## src/rtl/ste_avg_iir_mc_if.sv

```systemverilog
// Sample-in / average-out bundle for ste_avg_iir_mc: the sequencer drives
// through the master modport and the averager answers on the slave modport.
interface ste_avg_iir_mc_if #(
  parameter int DATA_W    = 16,
  parameter int CH_N      = 4,
  parameter int MAX_SHIFT = 8
);
  localparam int CH_W = (CH_N > 1) ? $clog2(CH_N) : 1;
  localparam int SH_W = $clog2(MAX_SHIFT + 1);

  logic [DATA_W-1:0] din_i;
  logic              din_valid_i;
  logic [CH_W-1:0]   din_ch_i;
  logic [SH_W-1:0]   shift_i;
  logic              avg_clr_i;
  logic              avg_en_i;
  logic [DATA_W-1:0] dout_o;
  logic [CH_W-1:0]   dout_ch_o;
  logic              dout_update_o;

  modport master (
    output din_i, din_valid_i, din_ch_i, shift_i, avg_clr_i, avg_en_i,
    input  dout_o, dout_ch_o, dout_update_o
  );

  modport slave (
    input  din_i, din_valid_i, din_ch_i, shift_i, avg_clr_i, avg_en_i,
    output dout_o, dout_ch_o, dout_update_o
  );
endinterface

```

## src/rtl/ste_avg_iir_mc.sv

```systemverilog
// Time-multiplexed per-channel exponential averager, alpha = 2^-k.
// Optional macro AVG_ROUND_EN selects round-half-up with saturation instead of truncation.
module ste_avg_iir_mc #(
  parameter int DATA_W    = 16,
  parameter int CH_N      = 4,
  parameter int MAX_SHIFT = 8
) (
  input logic             clk,
  input logic             rst,
  ste_avg_iir_mc_if.slave bus
);
  localparam int CH_W  = (CH_N > 1) ? $clog2(CH_N) : 1;
  localparam int SH_W  = $clog2(MAX_SHIFT + 1);
  localparam int ACC_W = DATA_W + MAX_SHIFT;

  localparam logic [SH_W-1:0]   K_MAX  = SH_W'(MAX_SHIFT);
  localparam logic [CH_W:0]     CH_LIM = (CH_W + 1)'(CH_N);
  localparam logic [DATA_W-1:0] D_MAX  = '1;

  logic [ACC_W-1:0]  acc [CH_N];
  logic [CH_N-1:0]   primed;
  logic [SH_W-1:0]   k_reg;

  logic [SH_W-1:0]   k_eff;
  logic              take;
  logic              k_change;
  logic              do_avg;
  logic [ACC_W-1:0]  acc_cur;
  logic [ACC_W-1:0]  din_ext;
  logic [ACC_W-1:0]  acc_new;
  logic [DATA_W-1:0] avg_out;
  logic [DATA_W-1:0] out_val;
  logic [CH_N-1:0]   primed_nxt;
`ifdef AVG_ROUND_EN
  logic [ACC_W:0]    rnd_sum;
  logic [ACC_W:0]    rnd_q;
`endif

  // NOTE: every always_comb output gets a default first so no path can infer a latch.
  always_comb begin
    k_eff    = (bus.shift_i > K_MAX) ? K_MAX : bus.shift_i;
    take     = bus.din_valid_i && ({1'b0, bus.din_ch_i} < CH_LIM);
    k_change = (k_eff != k_reg);
    acc_cur  = acc[bus.din_ch_i];
    din_ext  = ACC_W'(bus.din_i);

    // A clear or a new k invalidates the history even for the sample arriving now.
    do_avg  = primed[bus.din_ch_i] && !bus.avg_clr_i && !k_change && bus.avg_en_i;
    acc_new = do_avg ? (acc_cur - (acc_cur >> k_eff) + din_ext) : (din_ext << k_eff);

`ifdef AVG_ROUND_EN
    rnd_sum = {1'b0, acc_new} +
              ((k_eff == '0) ? '0 : ((ACC_W + 1)'(1) << (k_eff - 1'b1)));
    rnd_q   = rnd_sum >> k_eff;
    avg_out = (rnd_q > (ACC_W + 1)'(D_MAX)) ? D_MAX : rnd_q[DATA_W-1:0];
`else
    avg_out = DATA_W'(acc_new >> k_eff);
`endif
    out_val = do_avg ? avg_out : bus.din_i;

    // Bypass still preloads the accumulator, so the channel counts as primed and
    // re-enabling continues from the last raw value.
    primed_nxt = primed;
    if (bus.avg_clr_i || (take && k_change)) primed_nxt = '0;
    if (take) primed_nxt[bus.din_ch_i] = 1'b1;
  end

  // NOTE: sequential state uses non-blocking assignments only, so every register
  // samples pre-edge values regardless of statement order.
  always_ff @(posedge clk) begin
    if (rst) begin
      // NOTE: the accumulator array is reset explicitly because a stale history must
      // never leak into the first average after reset.
      for (int c = 0; c < CH_N; c++) acc[c] <= '0;
      primed            <= '0;
      k_reg             <= '0;
      bus.dout_o        <= '0;
      bus.dout_ch_o     <= '0;
      bus.dout_update_o <= 1'b0;
    end else begin
      primed            <= primed_nxt;
      bus.dout_update_o <= take;
      if (take) begin
        acc[bus.din_ch_i] <= acc_new;
        k_reg             <= k_eff;
        bus.dout_o        <= out_val;
        bus.dout_ch_o     <= bus.din_ch_i;
      end
    end
  end
endmodule
```

## src/flat_wrapper.sv

```systemverilog
// flat-port wrapper written by rule: the top's interface ports become plain ports
module ste_avg_iir_mc_flat 
#(
  parameter int DATA_W    = 16,
  parameter int CH_N      = 4,
  parameter int MAX_SHIFT = 8
)
  (clk, rst, bus_din_i, bus_din_valid_i, bus_din_ch_i, bus_shift_i, bus_avg_clr_i, bus_avg_en_i, bus_dout_o, bus_dout_ch_o, bus_dout_update_o);
  ste_avg_iir_mc_if #(.DATA_W(DATA_W), .CH_N(CH_N), .MAX_SHIFT(MAX_SHIFT)) bus_i ();
  input logic clk;
  input logic rst;
  input wire logic [$bits(bus_i.din_i)-1:0] bus_din_i;
  input wire logic [$bits(bus_i.din_valid_i)-1:0] bus_din_valid_i;
  input wire logic [$bits(bus_i.din_ch_i)-1:0] bus_din_ch_i;
  input wire logic [$bits(bus_i.shift_i)-1:0] bus_shift_i;
  input wire logic [$bits(bus_i.avg_clr_i)-1:0] bus_avg_clr_i;
  input wire logic [$bits(bus_i.avg_en_i)-1:0] bus_avg_en_i;
  output wire logic [$bits(bus_i.dout_o)-1:0] bus_dout_o;
  output wire logic [$bits(bus_i.dout_ch_o)-1:0] bus_dout_ch_o;
  output wire logic [$bits(bus_i.dout_update_o)-1:0] bus_dout_update_o;
  assign bus_i.din_i = bus_din_i;
  assign bus_i.din_valid_i = bus_din_valid_i;
  assign bus_i.din_ch_i = bus_din_ch_i;
  assign bus_i.shift_i = bus_shift_i;
  assign bus_i.avg_clr_i = bus_avg_clr_i;
  assign bus_i.avg_en_i = bus_avg_en_i;
  assign bus_dout_o = bus_i.dout_o;
  assign bus_dout_ch_o = bus_i.dout_ch_o;
  assign bus_dout_update_o = bus_i.dout_update_o;
  ste_avg_iir_mc #(.DATA_W(DATA_W), .CH_N(CH_N), .MAX_SHIFT(MAX_SHIFT)) u_core (.clk(clk), .rst(rst), .bus(bus_i));
endmodule
```

## config.mk

```make
export PLATFORM = sky130hd
export DESIGN_NAME = ste_avg_iir_mc_flat
export DESIGN_NICKNAME = d
export VERILOG_FILES = /design/src/rtl/ste_avg_iir_mc_if.sv /design/src/rtl/ste_avg_iir_mc.sv /design/src/flat_wrapper.sv
export SDC_FILE = /design/constraint.sdc
export NUM_CORES = 1
export LEC_CHECK = 0
export CAP_MARGIN = 0
export CORE_AREA = 2 2 129 131
export CTS_BUF_LIST = sky130_fd_sc_hd__clkbuf_4 sky130_fd_sc_hd__clkbuf_8
export DETAILED_ROUTE_END_ITERATION = 16
export DIE_AREA = 0 0 131 133
export PLACE_DENSITY = 0.79
export SETUP_SLACK_MARGIN = 0.2
export SKIP_LAST_GASP = 1
export SLEW_MARGIN = 20
export SYNTH_ARGS = -nofsm -noshare
export SYNTH_HDL_FRONTEND = slang
export SYNTH_SLANG_ARGS = --single-unit
```

## constraint.sdc

```tcl
create_clock -name clk -period 7.04 [get_ports clk]
set_clock_uncertainty 0.15 [all_clocks]
set_input_delay 1.056 -clock clk [delete_from_list [all_inputs] [get_ports clk]]
set_output_delay 1.056 -clock clk [all_outputs]
set_load 0.03 [all_outputs]
```

==> run_results.csv, run 1 <==
group,metric,value,unit
status,status,"finished clean",
floorplanning,ios,46,
route,ant_nets,0,
grt,grt_pass1_wl,53.00,mm
yosys,synth_top_area_frac,0.2848,
power_and_ir_drop,power_frac_clock,0.264,
placement,routabilityCongestion,1.100,
sta,min_period,6.436,ns
grt,antenna_found_initial,0,
yosys,ys_seq_area_frac,0.3382,
critical_path,path_cells,"buf_2 > buf_4 > mux4_2 > nand2_1 > nand2_1 > nor2_1 > o21ai_0 > a21boi_0 > mux2i_1 > fa_1 > ha_1 > a21o_1 > a221o_1 > a221oi_4 > a31oi_1 > xor2_1 > mux2i_2 > mux2i_1 > o21ai_0 > o32ai_1",
cts,cts.sinks,123,
critical_path,critical_path_required,7.23,ns
cts,h-tree-depth,4,
route,wl,34.80,mm
power_and_ir_drop,swShare,0.3926,
floorplanning,die_area,0.01742,sq mm
finish,fin_cells,1369,
yosys,ys_seq_elements,123,
finish,syn2layout_area_growth,11.02,%
finish,fillerInstances,1251,
cts,ctsHoldBuffers,0,
sta,hold_viol,0,
sta,fin_tns_setup,0,ns
yosys,netlist_instances,1109,
yosys,ys.flop_type,"edfxtp_1",
min_path,min_path_type,"flip-flop to flip-flop",
finish,multi_input_area,0.006200,sq mm
cts,cts_setup_buffers,0,
cts,clkLatencyLatePin,0.44,ns
critical_path,critPathTopFamily,"compound AO/OA/AOI/OAI gates",
floorplanning,die_h,133,um
route,drt_pre_antenna_iters,7,
power_and_ir_drop,power.share.sequential,0.323,
critical_path,path_max_fanout,15,
placement,dp.cells,1336,
finish,antennaDiodeCount,0,
cts,clk_pin_slew,0.08,ns
critical_path,r2r_start,"u_core.acc[1][5]",
route,routedWlPerCell,25.42,um
grt,grt_usage,0.4078,
grt,grt_max_degree,47,
critical_path,cpMaxStageDelayCell,"mux4_2",
yosys,synthArstFlopShare,0,
finish,fin_util,0.6950,
yosys,yosys.area.top_type,"edfxtp_1",
yosys,synth_fp_nets,1183,
yosys,ys_top_cells_by_area,"edfxtp_1, mux4_2, nor2_1",
placement,port_buffers,45,
sta,rsz0062_at_grt,"no",
power_and_ir_drop,power_switching,1.018,mW
finish,nets,1210,
yosys,synth_cell_types,98,
critical_path,cp-end-kind,"flip-flop",
sta,finalCritPeriodShare,0.9142,
power_and_ir_drop,p_leak,4.424,nW
sta,worst_pin_slew,1.021,ns
critical_path,cp.depth,20,
critical_path,critPathArrivalTime,6.63,ns
grt,overflow,0,
floorplanning,core,0.01617,sq mm
power_and_ir_drop,power.density,230.6,mW/mm^2
cts,cts_resized,0,
power_and_ir_drop,combPwrFrac,0.412,
power_and_ir_drop,peakVddDrop,0.2249,mV
critical_path,cp_num_buf_inv,2,
cts,cts-root-buf,"clkbuf_8",
finish,top_register,"u_core.acc",
finish,drive_gt1_frac,0.1514,
yosys,avgSynthCellArea,9.128,sq um
finish,largest_reg_flops,96,
route,route.detailed.drc,0,
cts,cts_buffers,17,
critical_path,crit_start,"bus_din_ch_i[0]",
floorplanning,die_x,131,um
route,num_vias,9688,
route,drt-initial-drc-count,1428,
critical_path,rrSetupSlack,1.49,ns
yosys,synth-edff-count,96,
critical_path,endpoint,"u_core.bus.dout_o[14]",
finish,top_regs,"u_core.acc: 96 flops, u_core.bus.dout_o: 16 flops",
job,drv_cap,0,
yosys,syn_area,0.01012,sq mm
floorplanning,rows,47,
critical_path,r2r_cells,18,
cts,cts_tree,"built",
sta,setup_viol,0,
placement,hpwl,24.87,mm
sta,max_freq,155.4,MHz
route,via_per_inst,7.077,
sta,slew_violations,0,
floorplanning,initial_core_util,0.6260,
sta,maxSlewHeadroom,0.3177,
critical_path,path_class,"input pin to flip-flop",
cts,clockBufferDepth,2,
critical_path,slowest_delay,0.63,ns
yosys,yosysWarnings,0,
critical_path,cp-start-kind,"input pin",
grt,grt_pass1_vias,9113,
finish,layout.area.seq,0.003423,sq mm
power_and_ir_drop,p_int,1.574,mW
critical_path,rr_endpoint,"u_core.bus.dout_o[14]",
## area by class of cell
| type | count | share of cell area |
|---|---|---|
| Sequential cell | 123 | 0.3046 |
| Multi-Input combinational cell | 875 | 0.5516 |
| Clock inverter | 14 | 0.01614 |
| Clock buffer | 18 | 0.02149 |
| Tap cell | 220 | 0.02449 |
| Inverter | 25 | 0.008349 |
| Timing Repair Buffer | 94 | 0.07336 |
## power groups by stage
stage / sequential [mW] / combinational (mW) / clock [mW]
floorplan: 0.861 / 0.694 / 0
global placement: 0.851 / 1.01 / 0
detailed placement: 0.853 / 1.02 / 0
CTS: 0.838 / 1.03 / 0.687
global route: 0.841 / 1.13 / 0.712
finish: 0.838 / 1.07 / 0.685
## synth_stat cells (all sizes together), types with 8 or more instances
library cell,n
nor2,195
a21o,15
a31oi,12
inv,25
nor4,10
mux2,9
ha,31
xnor2,11
mux2i,36
nand3,34
nor3,17
and3,8
a21oi,62
nand2,134
o211ai,12
mux4,37
o21ai,61
a211oi,13
edfxtp,96
nor2b,10
nand2b,17
a22oi,8
clkbuf,43
buf,43
nand4,8
dfxtp,27
fa,16
## layer usage
layer,track usage,wire [um]
met5,0,0
met4,0.1897,1995
met2,0.6186,15540
met1,0.5397,12860
met3,0.1185,4402
## cell families after synthesis
logic type               share of synthesized area
AND/OR/NAND/NOR                             0.2065
flip-flops                                  0.3382
adder cells (fa/ha/maj)                    0.06995
AO/OA/AOI/OAI                               0.1908
XOR/XNOR                                   0.01458
buffers and inverters                      0.05043
multiplexers                                0.1295
## through the flow
| step | power [mW] | setup slack, ns | hold slack (ns) | area (sq um) |
|---|---|---|---|---|
| 2_1_floorplan | 1.555 | 1.033 | 0.2685 | 10120 |
| 3_3_place_gp | 1.865 | 0.2608 | 0.2842 | 10800 |
| 3_5_place_dp | 1.875 | 0.2821 | 0.2855 | 10800 |
| 4_1_cts | 2.553 | 0.7249 | 0.2984 | 11230 |
| 5_1_grt | 2.683 | 0.3352 | 0.3326 | 11240 |
| 6_report | 2.592 | 0.6041 | 0.2956 | 11240 |
## worst min-delay path, stage by stage (launching register included)
cell,delay (ns)
dfxtp_1,0.32
nand2_1,0.05
nand2_1,0.04
## cells in the final DEF (no fill, tap or decap), types with 15 or more instances in the layout
master / instances
nor2_1: 192
fa_1: 16
mux4_2: 37
a21oi_1: 58
o21ai_0: 54
edfxtp_1: 96
clkdlybuf4s50_1: 43
clkbuf_8: 17
nand2b_1: 15
dfxtp_1: 27
mux2i_1: 34
nand2_1: 134
nand3_1: 34
ha_1: 31
nor3_1: 16
buf_4: 47
inv_1: 24
## worst min path at each step
stage	from	endpoint	slack, ns	cells past startpoint
after floorplan	u_core.primed[2]	u_core.primed[2]	0.27	2
after global placement	u_core.primed[0]	u_core.primed[0]	0.28	2
after detailed placement	u_core.primed[0]	u_core.primed[0]	0.29	2
after CTS	u_core.primed[0]	u_core.primed[0]	0.30	2
after global routing	u_core.primed[0]	u_core.primed[0]	0.33	2
final	u_core.primed[2]	u_core.primed[2]	0.30	2
Power figures use the tool's default switching activity.
==> run 2: changes to the inputs <==
--- a/config.mk
+++ b/config.mk
@@ -10,10 +10,11 @@
 export CTS_BUF_LIST = sky130_fd_sc_hd__clkbuf_4 sky130_fd_sc_hd__clkbuf_8
 export DETAILED_ROUTE_END_ITERATION = 16
 export DIE_AREA = 0 0 131 133
+export HOLD_SLACK_MARGIN = 0.15
 export PLACE_DENSITY = 0.79
+export REMOVE_ABC_BUFFERS = 1
 export SETUP_SLACK_MARGIN = 0.2
 export SKIP_LAST_GASP = 1
-export SLEW_MARGIN = 20
 export SYNTH_ARGS = -nofsm -noshare
 export SYNTH_HDL_FRONTEND = slang
 export SYNTH_SLANG_ARGS = --single-unit
==> run 2 against run 1 <==
  * Maximum frequency rose by 0.94%
  * Register-to-register slack improved by 0.06 ns
  * Worst setup slack improved by 0.060 ns
  * First-iteration DRC count rose by 7.1%
  * Die area did not move
  * Sequential power barely moved
  * Critical endpoint is now u_core.acc[2][23]
  * Largest power group unchanged
  * Highest routed layer unchanged
==> run_results.csv, run 2 (synthesized netlist as in run 1, its figures left out) <==
group,metric,value,unit
cts,h-tree-depth,4,
route,route.detailed.drc,0,
sta,finalCritPeriodShare,0.9057,
sta,rsz0062_at_grt,"no",
grt,antenna_found_initial,0,
placement,routabilityCongestion,0.9994,
floorplanning,initial_core_util,0.6260,
finish,top_regs,"u_core.acc: 96 flops, u_core.bus.dout_o: 16 flops",
sta,max_freq,156.8,MHz
placement,port_buffers,45,
route,num_vias,9411,
critical_path,path_common_cell,"o21ai_0",
finish,fin_util,0.6893,
cts,clk_pin_slew,0.07,ns
grt,overflow,0,
placement,dpl_cell_area,0.01075,sq mm
cts,cts_buffers,17,
cts,cts_tree,"built",
placement,dp.cells,1328,
finish,largest_reg_flops,96,
floorplanning,die_area,0.01742,sq mm
grt,grt_pass1_wl,50.55,mm
sta,min_period,6.376,ns
route,ant_nets,0,
cts,cts-root-buf,"clkbuf_8",
min_path,min_path_type,"flip-flop to flip-flop",
cts,cts_setup_buffers,0,
critical_path,cp-start-kind,"input pin",
finish,finish.instance_area,0.01115,sq mm
power_and_ir_drop,total_power,2.475,mW
floorplanning,ios,46,
sta,slew_violations,0,
finish,final_common_cell,"nor2_1",
critical_path,crit_start,"bus_din_ch_i[1]",
critical_path,slowest_delay,0.55,ns
grt,grt_pass1_vias,8930,
finish,top_register,"u_core.acc",
critical_path,critical_path_required,7.05,ns
grt,grt_usage,0.3861,
floorplanning,core,0.01617,sq mm
placement,hpwl,23.22,mm
power_and_ir_drop,power.density,222.0,mW/mm^2
critical_path,cpMaxStageDelayCell,"fa_1",
critical_path,path_max_fanout,31,
cts,clockBufferDepth,2,
sta,worst_pin_slew,1.159,ns
placement,place_ws,0.3518,ns
floorplanning,rows,47,
finish,syn2layout_area_growth,10.11,%
route,drt_pre_antenna_iters,5,
finish,antennaDiodeCount,0,
floorplanning,die_h,133,um
finish,drive_gt1_frac,0.1447,
critical_path,rrSetupSlack,1.55,ns
critical_path,path_cells,"clkdlybuf4s50_1 > buf_12 > mux4_2 > inv_1 > o21ai_0 > o21ai_0 > nor2_1 > o21ai_0 > o21ai_0 > fa_1 > inv_1 > ha_1 > a21o_1 > a31o_2 > o211a_1 > o21ai_0 > and2_1 > o21ai_0 > xnor2_1 > a21oi_1 > nor2_1",
floorplanning,die_x,131,um
critical_path,critPathArrivalTime,6.39,ns
critical_path,path_class,"input pin to flip-flop",
min_path,holdCritStartpoint,"u_core.primed[0]",
finish,fillerInstances,1260,
sta,setup_viol,0,
finish,layout.area.seq,0.003423,sq mm
sta,hold_viol,0,
power_and_ir_drop,p_leak,4.374,nW
critical_path,endpoint,"u_core.acc[2][23]",
cts,ctsHoldBuffers,0,
cts,clkLatencyLatePin,0.43,ns
cts,cts.sinks,123,
route,via_per_inst,6.920,
sta,maxSlewHeadroom,0.2272,
grt,grt_max_degree,47,
min_path,worstHoldPathCells,2,
route,routedWlPerCell,24.02,um
critical_path,rr_endpoint,"u_core.acc[2][23]",
route,wl,32.67,mm
critical_path,r2r_start,"u_core.acc[3][4]",
critical_path,r2r_cells,19,
status,status,"finished clean",
sta,finalWorstSetupSlack,0.6639,ns
route,drt-initial-drc-count,1530,
power_and_ir_drop,peakVddDrop,0.2347,mV
finish,fin_cells,1360,
finish,multi_input_area,0.006198,sq mm
sta,whs,0.3035,ns
sta,fin_tns_setup,0,ns
critical_path,cp-end-kind,"flip-flop",
job,drv_cap,0,
finish,nets,1201,
finish,layout_common_cells,"nor2_1, nand2_1, edfxtp_1",
cts,cts_resized,0,
## run 2: changes by cell type in the layout (fill, tap and decap cells not counted), moves of 2 or more
cell and change:
clkinv_2 +4, buf_4 -9, inv_4 -3, clkbuf_8 +2
inv_6 -5, clkbuf_4 +4
## run 2: power breakdown
part | switching, mW | internal, mW
Sequential | 0.0159 | 0.823
Combinational | 0.642 | 0.376
Clock | 0.266 | 0.351
## run 2: how the worst min path moves through the flow
stage          slack (ns)          endpoint
5_1_grt              0.33  u_core.primed[0]
4_1_cts              0.31  u_core.primed[2]
2_1_floorplan        0.27  u_core.primed[2]
3_5_place_dp         0.30  u_core.primed[2]
6_report             0.30  u_core.primed[0]
3_3_place_gp         0.28  u_core.primed[2]
## run 2: worst max-delay path, delay by kind of cell
kind	cells	cell delay, ns
AO/OA/AOI/OAI	10	2.46
buffers and inverters	4	0.91
adder cells (fa/ha/maj)	2	0.90
AND/OR/NAND/NOR	3	0.48
multiplexers	1	0.38
XOR/XNOR	1	0.17
## run 2: layer usage
layer  vias to the layer above  track usage  wire (um)
met3                        99      0.07521       4161
met2                       726       0.5760      14930
met1                      4459       0.5645      12510
met5                         -            0          0
li1                       4127            -          -
met4                         0       0.1365       1068
## run 2: cell type report
cell class,count,area share
Multi-Input combinational cell,875,0.5561
Sequential cell,123,0.3071
Clock buffer,24,0.02683
Inverter,25,0.008418
Tap cell,220,0.02469
Clock inverter,8,0.008643
Timing Repair Buffer,85,0.06825
